$ cat config.mk
export PLATFORM = sky130hd
export DESIGN_NAME = regs_sb
export DESIGN_NICKNAME = d
export VERILOG_FILES = /design/src/rtl/regs_sb_pkg.sv /design/src/rtl/regs_sb_cnt.sv /design/src/rtl/regs_sb.sv
export SDC_FILE = /design/constraint.sdc
export NUM_CORES = 2
export LEC_CHECK = 0
export BUFFER_PORTS_ARGS = -buffer_cell sky130_fd_sc_hd__buf_2
export CAP_MARGIN = 5
export CORE_AREA = 2 2 367 369
export CTS_CLUSTER_SIZE = 16
export DETAILED_ROUTE_END_ITERATION = 10
export DIE_AREA = 0 0 369 371
export PLACE_DENSITY_LB_ADDON = 0.3
export SYNTH_ARGS = -nofsm -noshare
export SYNTH_HDL_FRONTEND = slang
export SYNTH_HIERARCHICAL = 1
export SYNTH_SLANG_ARGS = --single-unit
$ cat constraint.sdc
create_clock -name clk -period 5.88 [get_ports clk]
set_clock_uncertainty 0.05 [all_clocks]
set_input_delay 0.588 -clock clk [delete_from_list [all_inputs] [get_ports clk]]
set_output_delay 0.588 -clock clk [all_outputs]
set_load 0.01 [all_outputs]
$ cat src/rtl/regs_sb_pkg.sv
// Shared widths and helpers for the integer register file
// and its write scoreboard.
package regs_sb_pkg;

  localparam int   REGS_DATA_W  = 32;
  localparam int   REGS_ADDR_W  = 5;
  localparam int   REGS_NUM_RD  = 2;
  localparam int   SB_CNT_W_DEF = 2;
  localparam logic ZERO         = 1'b0;

  // Two single-bit retire strobes summed into a 0..2 count.
  function automatic logic [1:0] dec_sum(input logic a,
                                         input logic b);
    return {a & b, a ^ b};
  endfunction

endpackage

$ cat src/rtl/regs_sb_cnt.sv
// One scoreboard slice: in-flight count for a single register,
// with clamp-to-zero and an underflow strobe.
module regs_sb_cnt
  import regs_sb_pkg::*;
#(
  parameter int CNT_W = SB_CNT_W_DEF
) (
  input  logic             clk,
  input  logic             rest,
  input  logic             inc_i,
  input  logic [1:0]       dec_i,
  output logic [CNT_W-1:0] cnt_o,
  output logic             uflow_o
);

  logic [CNT_W-1:0] cnt_q, cnt_d;
  logic [CNT_W:0]   sum;
  logic [CNT_W:0]   dec_w;

  always_comb begin
    sum     = {1'b0, cnt_q} + {{CNT_W{1'b0}}, inc_i};
    dec_w   = (CNT_W+1)'(dec_i);
    uflow_o = (sum < dec_w);
    cnt_d   = uflow_o ? '0 : CNT_W'(sum - dec_w);
  end

  always_ff @(posedge clk or negedge rest) begin
    if (!rest) cnt_q <= '0;
    else       cnt_q <= cnt_d;
  end

  assign cnt_o = cnt_q;

endmodule

$ cat src/rtl/regs_sb.sv
// Register file with combinational read bypass and a per-register
// pending-write scoreboard feeding decode's stall logic.
module regs_sb
  import regs_sb_pkg::*;
#(
  parameter int DATA_W   = REGS_DATA_W,
  parameter int ADDR_W   = REGS_ADDR_W,
  parameter int NUM_RD   = REGS_NUM_RD,
  parameter int SB_CNT_W = SB_CNT_W_DEF
) (
  input  logic                     clk,
  input  logic                     rest,
  input  logic [NUM_RD*ADDR_W-1:0] id2regs_rd_addr_i,
  output logic [NUM_RD*DATA_W-1:0] regs2id_rd_data_o,
  output logic [NUM_RD-1:0]        regs2id_rd_busy_o,
  input  logic                     id2regs_iss_en_i,
  input  logic [ADDR_W-1:0]        id2regs_iss_rd_i,
  output logic                     regs2id_iss_rdy_o,
  input  logic                     wb0_en_i,
  input  logic [ADDR_W-1:0]        wb0_addr_i,
  input  logic [DATA_W-1:0]        wb0_data_i,
  input  logic                     wb0_clr_i,
  input  logic                     wb1_en_i,
  input  logic [ADDR_W-1:0]        wb1_addr_i,
  input  logic [DATA_W-1:0]        wb1_data_i,
  input  logic                     wb1_clr_i,
  output logic                     regs2ctl_sb_err_o
);

  localparam int DEPTH = 2**ADDR_W;
  localparam logic [SB_CNT_W-1:0] CNT_MAX = '1;

  logic [DATA_W-1:0]   regs_q [DEPTH];
  logic [DATA_W-1:0]   regs_d [DEPTH];
  logic [SB_CNT_W-1:0] cnt    [DEPTH];
  logic [1:0]          dec    [DEPTH];
  logic [DEPTH-1:0]    inc;
  logic [DEPTH-1:0]    uflow;
  logic [ADDR_W-1:0]   rd_a   [NUM_RD];
  logic                err_q, err_d;
  logic                iss_rdy;

  assign iss_rdy = (id2regs_iss_rd_i == '0) |
                   (cnt[id2regs_iss_rd_i] != CNT_MAX);

  always_comb begin
    for (int r = 0; r < DEPTH; r++) begin
      dec[r] = dec_sum(
        wb0_en_i & wb0_clr_i & (wb0_addr_i == ADDR_W'(r)),
        wb1_en_i & wb1_clr_i & (wb1_addr_i == ADDR_W'(r)));
      inc[r] = id2regs_iss_en_i & iss_rdy & (r != 0) &
               (id2regs_iss_rd_i == ADDR_W'(r));
    end
  end

  assign cnt[0]   = '0;
  assign uflow[0] = ZERO;

  for (genvar g = 1; g < DEPTH; g++) begin : g_sb
    regs_sb_cnt #(.CNT_W(SB_CNT_W)) u_cnt (
      .clk     (clk),
      .rest    (rest),
      .inc_i   (inc[g]),
      .dec_i   (dec[g]),
      .cnt_o   (cnt[g]),
      .uflow_o (uflow[g])
    );
  end

  always_comb begin
    err_d = err_q | (|uflow) |
            (id2regs_iss_en_i & ~iss_rdy);
  end

  // WB1 is applied first so a same-address WB0 overrides it.
  always_comb begin
    for (int r = 0; r < DEPTH; r++) begin
      regs_d[r] = regs_q[r];
      if (wb1_en_i && wb1_addr_i == ADDR_W'(r))
        regs_d[r] = wb1_data_i;
      if (wb0_en_i && wb0_addr_i == ADDR_W'(r))
        regs_d[r] = wb0_data_i;
    end
    regs_d[0] = '0;
  end

  always_ff @(posedge clk or negedge rest) begin
    if (!rest) begin
      for (int r = 0; r < DEPTH; r++)
        regs_q[r] <= '0;
      err_q <= 1'b0;
    end else begin
      for (int r = 0; r < DEPTH; r++)
        regs_q[r] <= regs_d[r];
      err_q <= err_d;
    end
  end

  always_comb begin
    regs2id_rd_data_o = '0;
    regs2id_rd_busy_o = '0;
    for (int k = 0; k < NUM_RD; k++) begin
      rd_a[k] = id2regs_rd_addr_i[k*ADDR_W +: ADDR_W];
      regs2id_rd_data_o[k*DATA_W +: DATA_W] = regs_q[rd_a[k]];
      if (wb1_en_i && wb1_addr_i == rd_a[k])
        regs2id_rd_data_o[k*DATA_W +: DATA_W] = wb1_data_i;
      if (wb0_en_i && wb0_addr_i == rd_a[k])
        regs2id_rd_data_o[k*DATA_W +: DATA_W] = wb0_data_i;
      if (rd_a[k] == '0 || !rest)
        regs2id_rd_data_o[k*DATA_W +: DATA_W] = '0;
      // A register retiring this cycle already reads not-busy.
      regs2id_rd_busy_o[k] = (rd_a[k] != '0) &&
        ({1'b0, cnt[rd_a[k]]} > (SB_CNT_W+1)'(dec[rd_a[k]]));
    end
  end

  assign regs2id_iss_rdy_o = iss_rdy;
  assign regs2ctl_sb_err_o = err_q;

endmodule

==> flow_summary.yaml <==
drt:
  routedWlPerCell_microns: 32.3
  drc: 0
  via_per_inst: 7.07
  finalWirelength_microns: 272000
  drtPass1Iterations: 9
  first_iter_violations: 8664
  antenna_left: 0
  vias: 59600
die:
  coreArea_sq_um: 133000
  dieWidth_microns: 369
  rows: 134
  initial_utilization_pct: 54.6
  die_h_microns: 371
  ioPinCount: 164
  dieArea_sq_um: 137000
timing:
  worstMarginPinSlew_ps: 1490
  final.period_utilization_pct: 88.8
  slew_headroom_pct: 0.593
  fmax_ghz: 0.191
  rsz0062_at_grt: "false"
  holdWs_ps: 131
  period_minus_slack_ps: 5220
  finalHoldViolations: 0
  final_max_slew_viol_count: 0
  setup_violations: 0
  tns_ps: 0
critical_path:
  cp-start-kind: "input port"
  critPathTopFamily: "buffers and inverters"
  r2r_slack_ps: 1460
  cp_num_buf_inv: 5
  path_class: "input port to primary output"
  reg2reg_to: "regs2ctl_sb_err_o"
  required_ps: 5240
  crit_path_end_kind: "primary output"
  slowest_stage: "nor2b_4"
  max_stage_delay_ps: 1180
  reg2reg_depth: 14
  crit_chain: "dlygate4sd3_1, buf_8, a21boi_1, buf_4, nor2b_4, nand2_2, buf_4, o21ai_0, buf_2"
  rr_startpoint: "g_sb[13].u_cnt/cnt_o[1]"
  cp_max_fo: 37
  cp.arrival_ps: 4590
  critPathMostFrequentCell: "buf_4"
cts:
  clockBufferDepth: 3
  cts_tree: "built"
  clkLatencyLatePin_ps: 770
  path_clk_slew_ps: 60
  cts_setup_buffers: 0
  cts_sinks: 1055
  root_buffer: "clkbuf_16"
  cts_made_buffers: 118
  htree_num_levels: 3
power:
  peakVddDrop_mv: 0.248
  leakage_nw: 35.0
  powerDensity_nw_per_um2: 327
run_status:
  status: "finished clean"
synthesis:
  async_reset_ff_share_pct: 100
  muxShareOfSynthArea_pct: 34.1
  synthAdderAreaFrac_pct: 2.55
  syn_area_per_cell_sq_um: 10.4
  synth-xor-area-share_pct: 0.991
  synth_compound_area_share_pct: 10.5
  synth_top_family_by_area: "multiplexers"
  synth_area_sq_um: 72500
  synth.distinct_cells: 78
  syn_nets: 7211
  syn-instance-count: 6986
  synth-seq-cells: 1055
  ys.warnings.count: 6
  synth_edf_count: 0
  yosys.area_share.simple_pct: 10.5
  ys_seq_area_share_pct: 36.4
  synth-main-ff-cell: "dfrtp_1"
layout:
  layout-drive-gt1-share_pct: 18.8
  final_area_sq_um: 77800
  multiInputGateArea_sq_um: 42900
  seqCellArea_sq_um: 26400
  syn2layout_area_growth_pct: 7.40
  nets: 6794
  final_cells: 8436
  layout_common_cells: "mux2i_1 (1,094), dfrtp_1 (1,055), nor2_1 (772), nand2_1 (630), a21oi_1 (587)"
  layout_commonest_cell: "mux2i_1"
  nFillCells: 10900
  postLayoutCoreUtil_pct: 58.6
place:
  place_inst: 8216
  dpl-instance-area_sq_um: 73900
  io_buffers: 163
  dp_hpwl_microns: 152000
  place_congestion: 0.988
worst_hold_path:
  hold_depth: 2
  min_to: "regs2ctl_sb_err_o"
  hp-start: "id2regs_iss_en_i"
  hp-class: "input port to flip-flop"
grt:
  grt_overflow: 0
  grt_pass1_wl_microns: 395000
  grt_max_degree: 167
  grt_pass1_vias: 57700
  globalRouteTotalUtil_pct: 39.4
  grt_antenna_before_repair: 17
job:
  maxCapViolCount: 0
## worst reg2reg max path, stage by stage, from the launching register on
cell,delay [ps]
dfrtp_1,440
nand2_1,150
o21ai_0,110
mux4_2,520
mux4_2,510
inv_2,100
nand3_1,460
nor2_1,260
ha_1,220
fa_1,200
nor3b_2,210
nor2_1,70
nor4_1,420
nand4_1,260
a211o_1,320
## kinds of logic (layout without fill, tap and decap cells)
| kind of cell | count (synthesis) | in the layout |
|---|---|---|
| adders and majority gates | 129 | 129 |
| DFF | 1055 | 1055 |
| AOI/OAI and AO/OA | 1343 | 1343 |
| xor gates and xnor gates | 82 | 82 |
| muxes | 1739 | 1739 |
| buffers and inverters | 908 | 584 |
| other | 0 | 6 |
| and+or+nand+nor | 1730 | 1730 |
## timing repair
action / in CTS / in global routing
gates resized for setup: 0 / 0
hold buffers: 1 / 0
setup endpoints to repair: 0 / 0
hold endpoints to repair: 32 / 0
## power breakdown
group / leakage (nW) / internal (mW) / switching [mW]
logic: 20.3 / 3.67 / 3.22
registers: 12.8 / 9.21 / 1.58
clock network: 1.95 / 4.46 / 3.30
total: 35.0 / 17.3 / 8.11
## per-stage QoR
| step | power, mW | worst slack, ps |
|---|---|---|
| 2_1_floorplan | 15.5 | 1890 |
| 5_1_grt | 26.5 | 738 |
| 4_1_cts | 25.3 | 903 |
| 3_5_place_dp | 17.6 | 902 |
| 3_3_place_gp | 17.2 | 998 |
| 6_report | 25.5 | 656 |
## Yosys cell counts, types with 46 or more instances
library cell / count / area [sq um]
mux4_2: 575 / 12900
a221oi_1: 58 / 508
buf_2: 130 / 651
mux2i_1: 1094 / 11000
nor2_1: 791 / 2970
dfrtp_1: 1055 / 26400
nand2_1: 667 / 2500
a21oi_1: 587 / 2940
ha_1: 98 / 1230
o21ai_0: 502 / 2510
xnor2_1: 47 / 412
clkbuf_1: 531 / 1990
inv_1: 74 / 278
buf_1: 156 / 586
nand3_1: 46 / 230
mux2_2: 70 / 788
## sequential cells by signal, indices dropped and copies added, names as in the netlist
| name | flops |
|---|---|
| regs2ctl_sb_err_o | 1 |
| g_sb.u_cnt/cnt_o | 62 |
| regs_q | 992 |
## area by class of cell
cell class	instances	share of cell area, %
well taps	1768	2.84
inverters	78	0.386
repair buffers	293	2.58
clock inverters	46	0.749
clock buffers	167	4.34
flip-flops and latches	1055	33.9
diodes	6	0.0193
multi-input cells	5023	55.2
## per-layer routing
metal	up-vias	share of wire [%]	global-route usage, %	wire length [microns]
li1	24500	-	-	-
met2	4486	44	58.2	119000
met3	1081	13	12.0	35600
met1	29600	36	50.9	97800
met5	-	0.061	0.280	167
met4	20	7.1	24.2	19300
## how the worst max path moves through the flow
stage,startpoint,slack (ps),cells past startpoint,end
CTS,wb0_addr_i[1],900,11,regs2id_rd_busy_o[1]
global placement,wb0_addr_i[1],1000,11,regs2id_rd_busy_o[1]
finish,rest,660,9,regs2id_rd_data_o[63]
detailed placement,wb0_addr_i[1],900,11,regs2id_rd_busy_o[1]
floorplan,id2regs_rd_addr_i[5],1890,9,regs2id_rd_busy_o[1]
global route,wb0_addr_i[1],740,12,regs2id_rd_busy_o[1]
(Power assumes the default switching activity.)
